===== config.mk =====
export PLATFORM = sky130hd
export DESIGN_NAME = mig_app_bridge_flat
export DESIGN_NICKNAME = d
export VERILOG_FILES = /design/src/rtl/mig_pkg.sv /design/src/rtl/mig_app_bridge_if.sv /design/src/rtl/mig_lane_select.sv /design/src/rtl/mig_app_bridge.sv /design/src/flat_wrapper.sv
export SDC_FILE = /design/constraint.sdc
export NUM_CORES = 1
export LEC_CHECK = 0
export CAP_MARGIN = 20
export CELL_PAD_IN_SITES_DETAIL_PLACEMENT = 1
export CELL_PAD_IN_SITES_GLOBAL_PLACEMENT = 1
export CORE_MARGIN = 4
export CORE_UTILIZATION = 21
export CTS_CLUSTER_DIAMETER = 50
export DETAILED_ROUTE_END_ITERATION = 16
export PLACE_DENSITY = 0.8
export RECOVER_POWER = 100
export SLEW_MARGIN = 20
export SYNTH_ARGS = -nofsm -noshare
export SYNTH_HDL_FRONTEND = slang
export SYNTH_SLANG_ARGS = --single-unit

===== constraint.sdc =====
create_clock -name ui_clk -period 1.9 [get_ports ui_clk]
set_input_delay 0.57 -clock ui_clk [delete_from_list [all_inputs] [get_ports ui_clk]]
set_output_delay 0.57 -clock ui_clk [all_outputs]
set_load 0.02 [all_outputs]

===== src/rtl/mig_pkg.sv =====
// Shared constants for the MIG application-interface bridge: command codes,
// FSM state encodings and default widths/limits.
package mig_pkg;

    localparam int ADDR_WIDTH_DEF     = 28;
    localparam int APP_DATA_WIDTH_DEF = 128;
    localparam int APP_MASK_WIDTH_DEF = APP_DATA_WIDTH_DEF / 8;

    // First byte address beyond the 256 MB DDR3 device.
    localparam logic [31:0] MEM_LIMIT_DEF = 32'h1000_0000;

    localparam logic [2:0] CMD_WRITE = 3'b000;
    localparam logic [2:0] CMD_READ  = 3'b001;

    localparam logic [2:0] ST_INIT    = 3'd0;
    localparam logic [2:0] ST_IDLE    = 3'd1;
    localparam logic [2:0] ST_RD_CMD  = 3'd2;
    localparam logic [2:0] ST_RD_WAIT = 3'd3;
    localparam logic [2:0] ST_WR_CMD  = 3'd4;
    localparam logic [2:0] ST_RESP    = 3'd5;

endpackage


===== src/rtl/mig_app_bridge_if.sv =====
// MIG user-interface (app_*) signal bundle; the bridge is the master,
// the MIG core (or a model of it) is the slave.
interface mig_app_bridge_if
    import mig_pkg::*;
#(
    parameter int ADDR_WIDTH     = ADDR_WIDTH_DEF,
    parameter int APP_DATA_WIDTH = APP_DATA_WIDTH_DEF,
    parameter int APP_MASK_WIDTH = APP_MASK_WIDTH_DEF
);
    logic [ADDR_WIDTH-1:0]     app_addr;
    logic [2:0]                app_cmd;
    logic                      app_en;
    logic                      app_rdy;
    logic [APP_DATA_WIDTH-1:0] app_wdf_data;
    logic [APP_MASK_WIDTH-1:0] app_wdf_mask;
    logic                      app_wdf_wren;
    logic                      app_wdf_end;
    logic                      app_wdf_rdy;
    logic [APP_DATA_WIDTH-1:0] app_rd_data;
    logic                      app_rd_data_valid;

    modport master (
        output app_addr, app_cmd, app_en, app_wdf_data, app_wdf_mask, app_wdf_wren, app_wdf_end,
        input  app_rdy, app_wdf_rdy, app_rd_data, app_rd_data_valid
    );

    modport slave (
        input  app_addr, app_cmd, app_en, app_wdf_data, app_wdf_mask, app_wdf_wren, app_wdf_end,
        output app_rdy, app_wdf_rdy, app_rd_data, app_rd_data_valid
    );
endinterface


===== src/rtl/mig_lane_select.sv =====
// Maps a 32-bit word lane onto a wide MIG burst: write-data replication,
// inverted byte mask for the selected lane, and read-word extraction.
module mig_lane_select
    import mig_pkg::*;
#(
    parameter int APP_DATA_WIDTH = APP_DATA_WIDTH_DEF,
    parameter int APP_MASK_WIDTH = APP_MASK_WIDTH_DEF,
    parameter int LANE_BITS      = $clog2(APP_DATA_WIDTH / 32)
)(
    input  logic [LANE_BITS-1:0]      lane,
    input  logic [31:0]               wdata,
    input  logic [APP_DATA_WIDTH-1:0] rd_data,
    output logic [APP_DATA_WIDTH-1:0] wdata_rep,
    output logic [APP_MASK_WIDTH-1:0] wmask,
    output logic [31:0]               rword
);
    localparam int LANES = APP_DATA_WIDTH / 32;

    logic [31:0] words [LANES];

    genvar gi;
    generate
        for (gi = 0; gi < LANES; gi++) begin : g_lane
            assign wdata_rep[32*gi +: 32] = wdata;
            // MIG mask polarity: 1 means the byte is left untouched.
            assign wmask[4*gi +: 4]       = (lane == LANE_BITS'(gi)) ? 4'h0 : 4'hF;
            assign words[gi]              = rd_data[32*gi +: 32];
        end
    endgenerate

    assign rword = words[lane];

endmodule


===== src/rtl/mig_app_bridge.sv =====
// Single-outstanding-request bridge from the core's 32-bit load/store port
// to the 128-bit MIG DDR3 application interface.
module mig_app_bridge
    import mig_pkg::*;
#(
    parameter int          ADDR_WIDTH     = ADDR_WIDTH_DEF,
    parameter int          APP_DATA_WIDTH = APP_DATA_WIDTH_DEF,
    parameter int          APP_MASK_WIDTH = APP_MASK_WIDTH_DEF,
    parameter logic [31:0] MEM_LIMIT      = MEM_LIMIT_DEF
)(
    input  logic              ui_clk,
    input  logic              ui_clk_sync_rst,
    input  logic              init_calib_complete,
    input  logic              req_valid,
    input  logic              req_we,
    input  logic [31:0]       req_addr,
    input  logic [31:0]       req_wdata,
    output logic              req_ready,
    output logic              resp_valid,
    output logic [31:0]       resp_rdata,
    output logic              resp_err,
    mig_app_bridge_if.master  app
);
    logic [2:0]                state_reg;
    logic [1:0]                lane_reg;
    logic [ADDR_WIDTH-1:0]     app_addr_reg;
    logic [2:0]                app_cmd_reg;
    logic                      app_en_reg;
    logic                      app_wdf_wren_reg;
    logic [APP_DATA_WIDTH-1:0] app_wdf_data_reg;
    logic [APP_MASK_WIDTH-1:0] app_wdf_mask_reg;
    logic                      resp_valid_reg;
    logic                      resp_err_reg;
    logic [31:0]               resp_rdata_reg;

    logic [1:0]                lane_sel;
    logic [APP_DATA_WIDTH-1:0] wdata_rep;
    logic [APP_MASK_WIDTH-1:0] wmask;
    logic [31:0]               rword;
    logic                      cmd_done;
    logic                      data_done;

    assign req_ready = (state_reg == ST_IDLE);
    // Incoming lane while accepting, latched lane while the burst is in flight.
    assign lane_sel  = (state_reg == ST_IDLE) ? req_addr[3:2] : lane_reg;

    // A strobe already dropped counts as done, so the two write handshakes
    // may finish in either order or together.
    assign cmd_done  = !app_en_reg || app.app_rdy;
    assign data_done = !app_wdf_wren_reg || app.app_wdf_rdy;

    mig_lane_select #(
        .APP_DATA_WIDTH (APP_DATA_WIDTH),
        .APP_MASK_WIDTH (APP_MASK_WIDTH),
        .LANE_BITS      (2)
    ) u_lane_select (
        .lane      (lane_sel),
        .wdata     (req_wdata),
        .rd_data   (app.app_rd_data),
        .wdata_rep (wdata_rep),
        .wmask     (wmask),
        .rword     (rword)
    );

    always_ff @(posedge ui_clk) begin
        if (ui_clk_sync_rst) begin
            state_reg        <= ST_INIT;
            lane_reg         <= '0;
            app_addr_reg     <= '0;
            app_cmd_reg      <= 3'b000;
            app_en_reg       <= 1'b0;
            app_wdf_wren_reg <= 1'b0;
            app_wdf_data_reg <= '0;
            app_wdf_mask_reg <= '1;
            resp_valid_reg   <= 1'b0;
            resp_err_reg     <= 1'b0;
            resp_rdata_reg   <= '0;
        end else begin
            resp_valid_reg <= 1'b0;
            case (state_reg)
                ST_INIT: begin
                    if (init_calib_complete) state_reg <= ST_IDLE;
                end
                ST_IDLE: begin
                    if (req_valid) begin
                        lane_reg       <= req_addr[3:2];
                        app_addr_reg   <= {req_addr[ADDR_WIDTH:4], 3'b000};
                        resp_rdata_reg <= '0;
                        resp_err_reg   <= 1'b0;
                        if (req_addr >= MEM_LIMIT) begin
                            resp_err_reg <= 1'b1;
                            state_reg    <= ST_RESP;
                        end else if (req_we) begin
                            app_cmd_reg      <= CMD_WRITE;
                            app_en_reg       <= 1'b1;
                            app_wdf_wren_reg <= 1'b1;
                            app_wdf_data_reg <= wdata_rep;
                            app_wdf_mask_reg <= wmask;
                            state_reg        <= ST_WR_CMD;
                        end else begin
                            app_cmd_reg <= CMD_READ;
                            app_en_reg  <= 1'b1;
                            state_reg   <= ST_RD_CMD;
                        end
                    end
                end
                ST_RD_CMD: begin
                    if (app.app_rdy) begin
                        app_en_reg <= 1'b0;
                        state_reg  <= ST_RD_WAIT;
                    end
                end
                ST_RD_WAIT: begin
                    if (app.app_rd_data_valid) begin
                        resp_rdata_reg <= rword;
                        resp_err_reg   <= 1'b0;
                        state_reg      <= ST_RESP;
                    end
                end
                ST_WR_CMD: begin
                    if (app.app_rdy)     app_en_reg       <= 1'b0;
                    if (app.app_wdf_rdy) app_wdf_wren_reg <= 1'b0;
                    if (cmd_done && data_done) begin
                        resp_rdata_reg <= '0;
                        state_reg      <= ST_RESP;
                    end
                end
                ST_RESP: begin
                    resp_valid_reg <= 1'b1;
                    state_reg      <= ST_IDLE;
                end
                default: state_reg <= ST_INIT;
            endcase
        end
    end

    assign resp_valid       = resp_valid_reg;
    assign resp_rdata       = resp_rdata_reg;
    assign resp_err         = resp_err_reg;
    assign app.app_addr     = app_addr_reg;
    assign app.app_cmd      = app_cmd_reg;
    assign app.app_en       = app_en_reg;
    assign app.app_wdf_data = app_wdf_data_reg;
    assign app.app_wdf_mask = app_wdf_mask_reg;
    assign app.app_wdf_wren = app_wdf_wren_reg;
    assign app.app_wdf_end  = 1'b1;

endmodule


===== src/flat_wrapper.sv =====
// flat-port wrapper written by rule: the top's interface ports become plain ports
module mig_app_bridge_flat import mig_pkg::*;
#(
    parameter int          ADDR_WIDTH     = ADDR_WIDTH_DEF,
    parameter int          APP_DATA_WIDTH = APP_DATA_WIDTH_DEF,
    parameter int          APP_MASK_WIDTH = APP_MASK_WIDTH_DEF,
    parameter logic [31:0] MEM_LIMIT      = MEM_LIMIT_DEF
)
  (ui_clk, ui_clk_sync_rst, init_calib_complete, req_valid, req_we, req_addr, req_wdata, req_ready, resp_valid, resp_rdata, resp_err, app_app_addr, app_app_cmd, app_app_en, app_app_wdf_data, app_app_wdf_mask, app_app_wdf_wren, app_app_wdf_end, app_app_rdy, app_app_wdf_rdy, app_app_rd_data, app_app_rd_data_valid);
  mig_app_bridge_if #(.ADDR_WIDTH(ADDR_WIDTH), .APP_DATA_WIDTH(APP_DATA_WIDTH), .APP_MASK_WIDTH(APP_MASK_WIDTH)) app_i ();
  input  logic ui_clk;
  input  logic ui_clk_sync_rst;
  input  logic init_calib_complete;
  input  logic req_valid;
  input  logic req_we;
  input  logic [31:0] req_addr;
  input  logic [31:0] req_wdata;
  output logic req_ready;
  output logic resp_valid;
  output logic [31:0] resp_rdata;
  output logic resp_err;
  output wire logic [$bits(app_i.app_addr)-1:0] app_app_addr;
  output wire logic [$bits(app_i.app_cmd)-1:0] app_app_cmd;
  output wire logic [$bits(app_i.app_en)-1:0] app_app_en;
  output wire logic [$bits(app_i.app_wdf_data)-1:0] app_app_wdf_data;
  output wire logic [$bits(app_i.app_wdf_mask)-1:0] app_app_wdf_mask;
  output wire logic [$bits(app_i.app_wdf_wren)-1:0] app_app_wdf_wren;
  output wire logic [$bits(app_i.app_wdf_end)-1:0] app_app_wdf_end;
  input wire logic [$bits(app_i.app_rdy)-1:0] app_app_rdy;
  input wire logic [$bits(app_i.app_wdf_rdy)-1:0] app_app_wdf_rdy;
  input wire logic [$bits(app_i.app_rd_data)-1:0] app_app_rd_data;
  input wire logic [$bits(app_i.app_rd_data_valid)-1:0] app_app_rd_data_valid;
  assign app_app_addr = app_i.app_addr;
  assign app_app_cmd = app_i.app_cmd;
  assign app_app_en = app_i.app_en;
  assign app_app_wdf_data = app_i.app_wdf_data;
  assign app_app_wdf_mask = app_i.app_wdf_mask;
  assign app_app_wdf_wren = app_i.app_wdf_wren;
  assign app_app_wdf_end = app_i.app_wdf_end;
  assign app_i.app_rdy = app_app_rdy;
  assign app_i.app_wdf_rdy = app_app_wdf_rdy;
  assign app_i.app_rd_data = app_app_rd_data;
  assign app_i.app_rd_data_valid = app_app_rd_data_valid;
  mig_app_bridge #(.ADDR_WIDTH(ADDR_WIDTH), .APP_DATA_WIDTH(APP_DATA_WIDTH), .APP_MASK_WIDTH(APP_MASK_WIDTH), .MEM_LIMIT(MEM_LIMIT)) u_core (.ui_clk(ui_clk), .ui_clk_sync_rst(ui_clk_sync_rst), .init_calib_complete(init_calib_complete), .req_valid(req_valid), .req_we(req_we), .req_addr(req_addr), .req_wdata(req_wdata), .req_ready(req_ready), .resp_valid(resp_valid), .resp_rdata(resp_rdata), .resp_err(resp_err), .app(app_i));
endmodule

== After elaboration in Yosys (flattened, before gate mapping) ==
Cells that the tools add are included.
Cells by class
  eq/ne operators: 17
  reduce and logical (&&, ||, !) cells: 20
  muxes and demuxes: 35
  $lt $le $gt $ge: 2
  bitwise logic cells: 2
Operators by type and width (count)
  2-to-1 mux 32 bit: 5
  case mux 32 bit (3 select lines): 1
  binary-select mux 32 bit (select 2 bit): 1
  >= comparator 32 x 29 -> 1 bit, second input constant: 1
  2-to-1 mux 3 bit: 7
  case mux 3 bit (6 select lines): 1
  2-to-1 mux 4 bit: 4
  inequality test 2 bit, second input constant: 7
  2-to-1 mux 1 bit: 12
  AND reduction 4 bit: 3
  AND reduction 5 bit: 2
  equality test 3 x 2 -> 1 bit, second input constant: 2
  equality test 3 bit, second input constant: 2
  case mux 1 bit (2 select lines): 3
  AND reduction 3 bit: 2
  nonzero test 2 bit: 3
  equality test 2 bit, second input constant: 2
  inequality test 2 x 1 -> 1 bit, second input constant: 2
  equality test 3 x 1 -> 1 bit, second input constant: 1
  >= comparator 3 bit, second input constant: 1
  zero test 3 bit: 1
  inverter 2 -> 3 bit: 1
  nonzero test 3 bit: 1
  equality test 2 x 1 -> 1 bit, second input constant: 1
  other kinds (8): 10
Word-level totals
  logic and storage cells: 87
  bits in registers: 213
  output and inout bits: 213
  input port bits: 200

== Depth between registers and ports, before layout ==
Gate-level depths: netlist of the first run.
  depth after elaboration: 8
  mapped depth: 8
  mapped depth without buffers: 5

== By module ==
From an unflattened synthesis of the first run, not the netlist that was laid out.
Second synthesis, totals
  cell total of the unflattened synthesis: 1136
  area total of the unflattened synthesis: 9509.1 um^2
Modules (own cells, without submodules)
  mig_app_bridge: instances 1, sequential area each 4224.1 um^2, area an instance 7617.3 um^2, cells an instance 952
  mig_lane_select: instances 1, sequential area each 0.0 um^2, area an instance 1891.8 um^2, cells an instance 184

== Least setup slack after synthesis of the first run ==
No wires, ideal clock.
  path type: flip-flop to flip-flop
  from: register u_core.state_reg[0]
  to: register u_core.resp_rdata_reg[0], in the netlist u_core.resp_rdata[0]
  required time: 1770 ps
  setup time: 130 ps
  period minus slack after synthesis: 2181 ps
  data arrival time: 2051 ps
  buffers on the path: 2
  path slack: -281 ps
  stages on the path, launching flop included: 8
  path through: dfxtp_1 -> buf_4 -> nor3b_4 -> mux2i_1 -> clkbuf_1 -> mux2_2 -> a22oi_1 -> o21ai_0
Between the ends
  longest elaborated chain between the ends: 8
  elaborated cells on any way between the ends: 15
  classes of those cells: eq/ne: 6; mux: 6; bitwise: 1; reduce/logical: 2
Ends and longest elaborated chain
  start: declaration: RTL line mig_app_bridge.sv:24  | logic [2:0] state_reg;
  start signal: assignment: RTL line mig_app_bridge.sv:67  | state_reg <= ST_INIT;
  start signal: assignment: RTL line mig_app_bridge.sv:82  | if (init_calib_complete) state_reg <= ST_IDLE;
  start signal: assignment: RTL line mig_app_bridge.sv:92  | state_reg <= ST_RESP;
  equality test 3 x 1 -> 1 bit *
  named net req_ready: RTL line flat_wrapper.sv:18  | output logic req_ready;
  2-to-1 mux 2 bit: RTL line mig_app_bridge.sv:45  | assign lane_sel = (state_reg == ST_IDLE) ? req_addr[3:2] : lane_reg;
  inverter 2 -> 3 bit (implied by the code): RTL line mig_lane_select.sv:31  | assign rword = words[lane];
  binary-select mux 32 bit (select 2 bit): RTL line mig_lane_select.sv:31
  2-to-1 mux 32 bit (implied by the code) (2 in a row): RTL line mig_lane_select.sv:31
  2-to-1 mux 32 bit: RTL line mig_app_bridge.sv:114  | if (app.app_rd_data_valid) begin
  case mux 32 bit (3 select lines): RTL line mig_app_bridge.sv:80  | case (state_reg)
  end signal: assignment: RTL line mig_app_bridge.sv:115  | resp_rdata_reg <= rword;
  end: declaration: RTL line mig_app_bridge.sv:34  | logic [31:0] resp_rdata_reg;
The timed path passes the listed nets; every way through them passes the cells marked *. The select of a mux whose other input is x is not followed.
A chain may end at the register's enable or synchronous reset.

== Final worst setup path of the first run ==
  from: register u_core.state_reg[2]
  to: register u_core.resp_rdata_reg[24], in the netlist u_core.resp_rdata[24]
Between the ends
  longest elaborated chain between the ends: 8
  elaborated cells on any way between the ends: 15
  classes of those cells: eq/ne: 6; mux: 6; bitwise: 1; reduce/logical: 2
Ends and longest elaborated chain (RTL line)
  equality test 3 x 1 -> 1 bit: mig_app_bridge.sv:45, mig_app_bridge.sv:80
  2-to-1 mux 2 bit: mig_app_bridge.sv:45
  inverter 2 -> 3 bit (implied by the code): mig_lane_select.sv:31
  binary-select mux 32 bit (select 2 bit): mig_lane_select.sv:31
  2-to-1 mux 32 bit (implied by the code) (2 in a row): mig_lane_select.sv:31
  2-to-1 mux 32 bit: mig_app_bridge.sv:114
  case mux 32 bit (3 select lines): mig_app_bridge.sv:80
Parallel ways exist; a longest one is shown, timed or not. The select of a mux whose other input is x is not followed.

==> flow_metrics.tcl, run 1 <==
set metrics [dict create \
    p_per_area_mw_per_mm2 550 \
    p_comb_share_pct 21.7 \
    cts_buffer_depth 2 \
    outcome "complete, but fails checks" \
    fmax_mhz 496 \
    grt_max_degree 51 \
    start_kind "flip-flop" \
    finalClockSkew_ns 0.0142 \
    reg2reg_to "u_core.resp_rdata[24]" \
    finalHoldViolations 0 \
    fp-row-count 58 \
    path_max_fanout 10 \
    synth-compound-area-share_pct 14.6 \
    antenna_cells 0 \
    synth_seq_cells 103 \
    hold_path.startpoint "u_core.app.app_addr[21]" \
    worst_slack_ns -0.115 \
    fillCellCount 2937 \
    r2r-start "u_core.state_reg[2]" \
    power_frac_seq_pct 41.1 \
    syn_avg_cell_area_um2 8.53 \
    yosys.area_share.simple_pct 12.7 \
    yosysTopAreaCell "dfxtp_1" \
    ys.flop_type "dfxtp_1" \
    synthAdderAreaFrac_pct 0 \
    leakage_uw 0.00478 \
    r2r_slack_ns -0.11 \
    hold_depth 2 \
    synth.area.top_cells "dfxtp_1 (39%), buf_4 (17%), nand2_1 (8.6%)" \
    crit_type "flip-flop to flip-flop" \
    violations "negative setup slack" \
    synth_xor_area_share_pct 0.164 \
    vias_per_cell 4.34 \
    hold_class "flip-flop to flip-flop" \
    drtIter0Drc 190 \
    relSlewSlack_pct 20.3 \
    wl_per_cell_um 18.1 \
    critPathRequiredTime_ns 2.13 \
    yosys.area.top_type_share_pct 38.6 \
    core_area_mm2 0.0251 \
    yosys-mux-area-fraction_pct 14.1 \
    dieWidth_um 167 \
    root_buffer "clkbuf_16" \
    hold_path_end "u_core.app.app_addr[21]" \
    drc_errors 0 \
    rsz0062_at_grt "true" \
    netlist_top_cells_count "nand2_1 (123), buf_4 (119), dfxtp_1 (103)" \
    die-area_mm2 0.0280 \
    reg2reg_depth 9 \
    peakVddDrop_uv 496 \
    synth-edff-count 0 \
    synth_cell_type_count 35 \
    synth_top_family_by_area "buffers and inverters" \
    tightest_slew_ns 1.20 \
    place_area_mm2 0.00926 \
    vias 5557 \
    cts_sinks 103 \
    layout-drive-gt1-share_pct 16.4 \
    start_util_pct 21.3 \
    critPathCaptureType "flip-flop" \
    finalSetupViolCount 27 \
    cts_buffers 9 \
    final_nets 1146 \
    tritoncts "yes" \
    ant_nets 0 \
    power.total_uw 5390 \
    p_sw_share_pct 26.6 \
    path_clk_slew_ns 0.08 \
    finalCritPeriodShare_pct 106 \
    place.gp.congestion 0.762 \
    clockPowerShare_pct 37.2 \
    fp.dieH_um 167 \
    arrival_ns 2.24 \
    grt_pass1_wl_um 33500 \
    overflow 0 \
    timing.final.crit_period_ns 2.01 \
    first_pass_iters 4 \
    yosys.cell_count.top_type "nand2_1" \
    area_growth_pct 83.4 \
    dp_hpwl_um 17700 \
    wirelength_um 23100 \
    track_usage_pct 15.1 \
    syn_area_mm2 0.00534 \
    io_pins 413 \
    p_sw_uw 1430 \
    drv_slew 0 \
    fin_area_mm2 0.00979 \
    antenna_found_initial 1 \
    insertion_delay_ns 0.36 \
    port_buffers 404 \
    ys_warn_count 0 \
    p_int_uw 3960 \
    setup_tns_ns -1.22 \
    syn_inst 626 \
    max-cap-violations 0 \
    grt_pass1_vias 5786 \
    postSynth.asyncResetShare_pct 0 \
    yosysSeqAreaShare_pct 38.6 \
    htreeDepth 3 \
]
cell usage in the layout (no fill, tap or decap), types with 7 or more instances in the layout:
master / n
o21ai_1: 26
buf_12: 9
buf_6: 8
o21ai_0: 8
nor3_1: 7
mux2_4: 22
a22oi_2: 17
mux2i_1: 33
dlymetal6s2s_1: 16
nand2_1: 113
a22oi_1: 16
dfxtp_1: 99
nor2_1: 7
nand2_2: 8
dlygate4sd2_1: 191
a21oi_1: 58
mux2_2: 12
clkdlybuf4s50_1: 192
buf_4: 32
clkbuf_16: 12
power groups by stage:
stage,Combinational (uW),Clock [uW],Sequential [uW]
finish,1170,2000,2220
global placement,1120,0,2270
floorplan,428,0,2300
detailed placement,1130,0,2270
global route,1250,2170,2220
CTS,1150,2110,2220
worst max-delay path, cell delays in order, from the launching register on:
cell and delay (ns):
dfxtp_2 0.34, nor3b_4 0.25, buf_6 0.14, mux2i_4 0.23, buf_12 0.16, buf_4 0.12
buf_8 0.12, mux2_4 0.30, a22oi_2 0.12, o21ai_1 0.09
what timing repair did:
item / CTS / global route
hold buffers: 0 / 0
resized for setup: 239 / 64
hold endpoints to repair: 0 / 0
buffers inserted: 5 / 3
cloned: 2 / 4
setup endpoints to repair: 261 / 66
pin swaps: 4 / 4
cell families (layout without fill, tap and decap cells):
kind of cell,Yosys count,in the layout
XOR/XNOR,1,1
other,2,6
multiplexers,70,70
flip-flops,103,103
AO/OA/AOI/OAI,136,136
buffers and inverters,157,478
AND/OR/NAND/NOR,157,157
per-stage QoR:
step / hold slack, ns / utilization, % / setup slack [ns] / instances
floorplan: 0.446 / - / -0.177 / 630
global placement: 0.441 / 36.9 / -0.547 / 1252
detailed placement: 0.450 / 36.9 / -0.599 / 1252
CTS: 0.460 / 37.9 / -0.138 / 1275
global route: 0.476 / 39.0 / -0.185 / 1281
finish: 0.457 / 39.0 / -0.115 / 1281
routing by layer:
layer  vias to the layer above  part of all wire [%]  track usage (%)
li1                       2644                     -                -
met1                      2638                    37             16.1
met2                       249                    52             28.0
met3                        24                   8.6             5.45
met4                         2                   1.8             4.06
met5                         -                 0.030                0
worst max-delay path by stage:
stage,startpoint,to,slack [ns],depth (start not counted)
after detailed placement,req_addr[28],u_core.app.app_wdf_data[98],-0.60,7
after floorplan,u_core.state_reg[0],u_core.resp_rdata[1],-0.18,8
after global placement,req_addr[28],u_core.app.app_wdf_data[103],-0.55,7
after CTS,u_core.state_reg[2],u_core.resp_rdata[15],-0.14,8
after global routing,u_core.state_reg[1],u_core.resp_rdata[26],-0.19,8
final,u_core.state_reg[2],u_core.resp_rdata[24],-0.11,9
final cells by class:
| class | count | area (um2) | share of cell area (%) |
|---|---|---|---|
| clock inverter | 6 | 77.6 | 0.792 |
| clock buffer | 10 | 229 | 2.34 |
| inverter | 3 | 11.3 | 0.115 |
| sequential | 103 | 2070 | 21.1 |
| multi-input combinational | 370 | 2550 | 26.0 |
| tap | 330 | 413 | 4.22 |
| timing repair buffer | 459 | 4450 | 45.4 |
No activity file was read; power rests on OpenSTA's default activity.
==> run 2, diff against run 1 <==
- CORE_ASPECT_RATIO: default -> 0.8
==> flow_metrics.tcl, run 2 (synthesis gave the netlist of run 1 again) <==
set metrics [dict create \
    insertion_delay_ns 0.34 \
    p_comb_share_pct 23.2 \
    wirelength_um 23200 \
    hold_class "flip-flop to flip-flop" \
    grt_pass1_wl_um 31700 \
    antenna_found_initial 2 \
    fp-row-count 51 \
    fmax_mhz 511 \
    path_max_fanout 5 \
    vias 5536 \
    reg2reg_depth 8 \
    grt_pass1_vias 5595 \
    finalSetupViolCount 22 \
    cts_buffer_depth 2 \
    max-cap-violations 0 \
    finalHoldViolations 0 \
    timing.final.crit_period_ns 1.96 \
    io_pins 413 \
    fillCellCount 2873 \
    stdcell_count 1281 \
    p_int_uw 4030 \
    area_growth_pct 82.5 \
    path_clk_slew_ns 0.07 \
    cts_sinks 103 \
    ant_nets 0 \
    final_cell_mix "clkdlybuf4s50_1 (193), dlygate4sd2_1 (174), nand2_1 (121)" \
    p_sw_uw 1380 \
    dp_hpwl_um 17600 \
    dieWidth_um 186 \
    regArea_mm2 0.00207 \
    reg2reg_to "u_core.resp_rdata[23]" \
    setup_tns_ns -0.557 \
    p_per_area_mw_per_mm2 555 \
    root_buffer "clkbuf_16" \
    rsz0062_at_grt "true" \
    leakage_uw 0.00446 \
    relSlewSlack_pct 59.0 \
    core_area_mm2 0.0247 \
    peakVddDrop_uv 407 \
    drtIter0Drc 113 \
    drv_slew 0 \
    critPathCaptureType "flip-flop" \
    start_util_pct 21.6 \
    finalClockSkew_ns 0.00555 \
    startpoint "u_core.state_reg[1]" \
    tightest_slew_ns 0.615 \
    r2r-start "u_core.state_reg[1]" \
    port_buffers 404 \
    place_area_mm2 0.00921 \
    final_common_cell "clkdlybuf4s50_1" \
    cp-endpoint "u_core.resp_rdata[23]" \
    outcome "complete, but fails checks" \
    drc_errors 0 \
    multi_input_area_mm2 0.00256 \
    wl_per_cell_um 18.1 \
    track_usage_pct 14.6 \
    p_sw_share_pct 25.5 \
    htreeDepth 3 \
    cts_hold_buf 0 \
    die-area_mm2 0.0281 \
    clockPowerShare_pct 35.7 \
    tritoncts "yes" \
    vias_per_cell 4.32 \
    antenna_cells 0 \
    hold_depth 2 \
    critPathRequiredTime_ns 2.12 \
    first_pass_iters 4 \
    grt_max_degree 35 \
    cts_buffers 9 \
    fin_area_mm2 0.00974 \
    layout-drive-gt1-share_pct 17.5 \
    r2r_slack_ns -0.06 \
    finalCritPeriodShare_pct 103 \
    power_frac_seq_pct 41.0 \
    fp.dieH_um 151 \
    overflow 0 \
    final_nets 1158 \
    place.gp.congestion 0.748 \
    crit_type "flip-flop to flip-flop" \
    post-place-cells 1237 \
    start_kind "flip-flop" \
    violations "negative setup slack" \
    worst_slack_ns -0.0561 \
    arrival_ns 2.18 \
]
==> run 2: per-layer routing <==
layer  wire length (um)  vias to the layer above  track usage [%]  part of all wire [%]
li1                   -                     2664                -                     -
met2              12200                      229             27.4                    52
met1               8790                     2619             16.0                    38
met4                265                        4             2.95                   1.1
met5                 27                        -                0                  0.12
met3               1970                       20             5.05                   8.5
==> run 2: stage by stage <==
stage / setup slack (ns) / hold slack (ns) / utilization, % / total power, uW
final: -0.0561 / 0.456 / 39.5 / 5400
after global routing: -0.159 / 0.479 / 39.5 / 5680
after CTS: -0.0611 / 0.457 / 38.6 / 5400
after detailed placement: -0.560 / 0.446 / 37.3 / 3370
after global placement: -0.504 / 0.442 / 37.3 / 3350
after floorplan: -0.177 / 0.446 / - / 2730
==> run 2: what timing repair did <==
item,CTS,global route
buffers inserted,6,15
pin swaps,5,8
cloned,3,4
endpoints found under the setup margin,244,80
gates resized for setup,203,98
==> run 2: power by group through the flow <==
stage                     Sequential (uW)  Combinational [uW]  Clock (uW)
after global routing                 2220                1340        2120
after floorplan                      2300                 428           0
final                                2220                1260        1930
after detailed placement             2270                1100           0
after CTS                            2220                1150        2030
after global placement               2270                1080           0
==> run 2: critical path, cell delays in order, from the launching register on <==
cell and delay [ns]:
dfxtp_2 0.34, nor3b_4 0.26, mux2i_4 0.29, buf_12 0.14, buf_6 0.13, clkbuf_16 0.15
mux2_4 0.29, a22oi_1 0.14, o21ai_1 0.09
==> run 2: final cells by class <==
| cell class | count | share of cell area (%) |
|---|---|---|
| inverter | 3 | 0.116 |
| multi-input combinational | 370 | 26.3 |
| clock inverter | 4 | 0.552 |
| sequential | 103 | 21.2 |
| clock buffer | 12 | 2.53 |
| timing repair buffer | 471 | 45.2 |
| tap | 318 | 4.08 |
==> run 2: worst min-delay path by stage <==
stage	start	to	slack, ns
global route	u_core.app.app_addr[23]	u_core.app.app_addr[23]	0.48
CTS	u_core.app.app_addr[6]	u_core.app.app_addr[6]	0.46
floorplan	u_core.lane_reg[0]	u_core.lane_reg[0]	0.45
global placement	u_core.app.app_addr[12]	u_core.app.app_addr[12]	0.44
detailed placement	u_core.app.app_addr[6]	u_core.app.app_addr[6]	0.45
finish	u_core.app.app_addr[7]	u_core.app.app_addr[7]	0.46
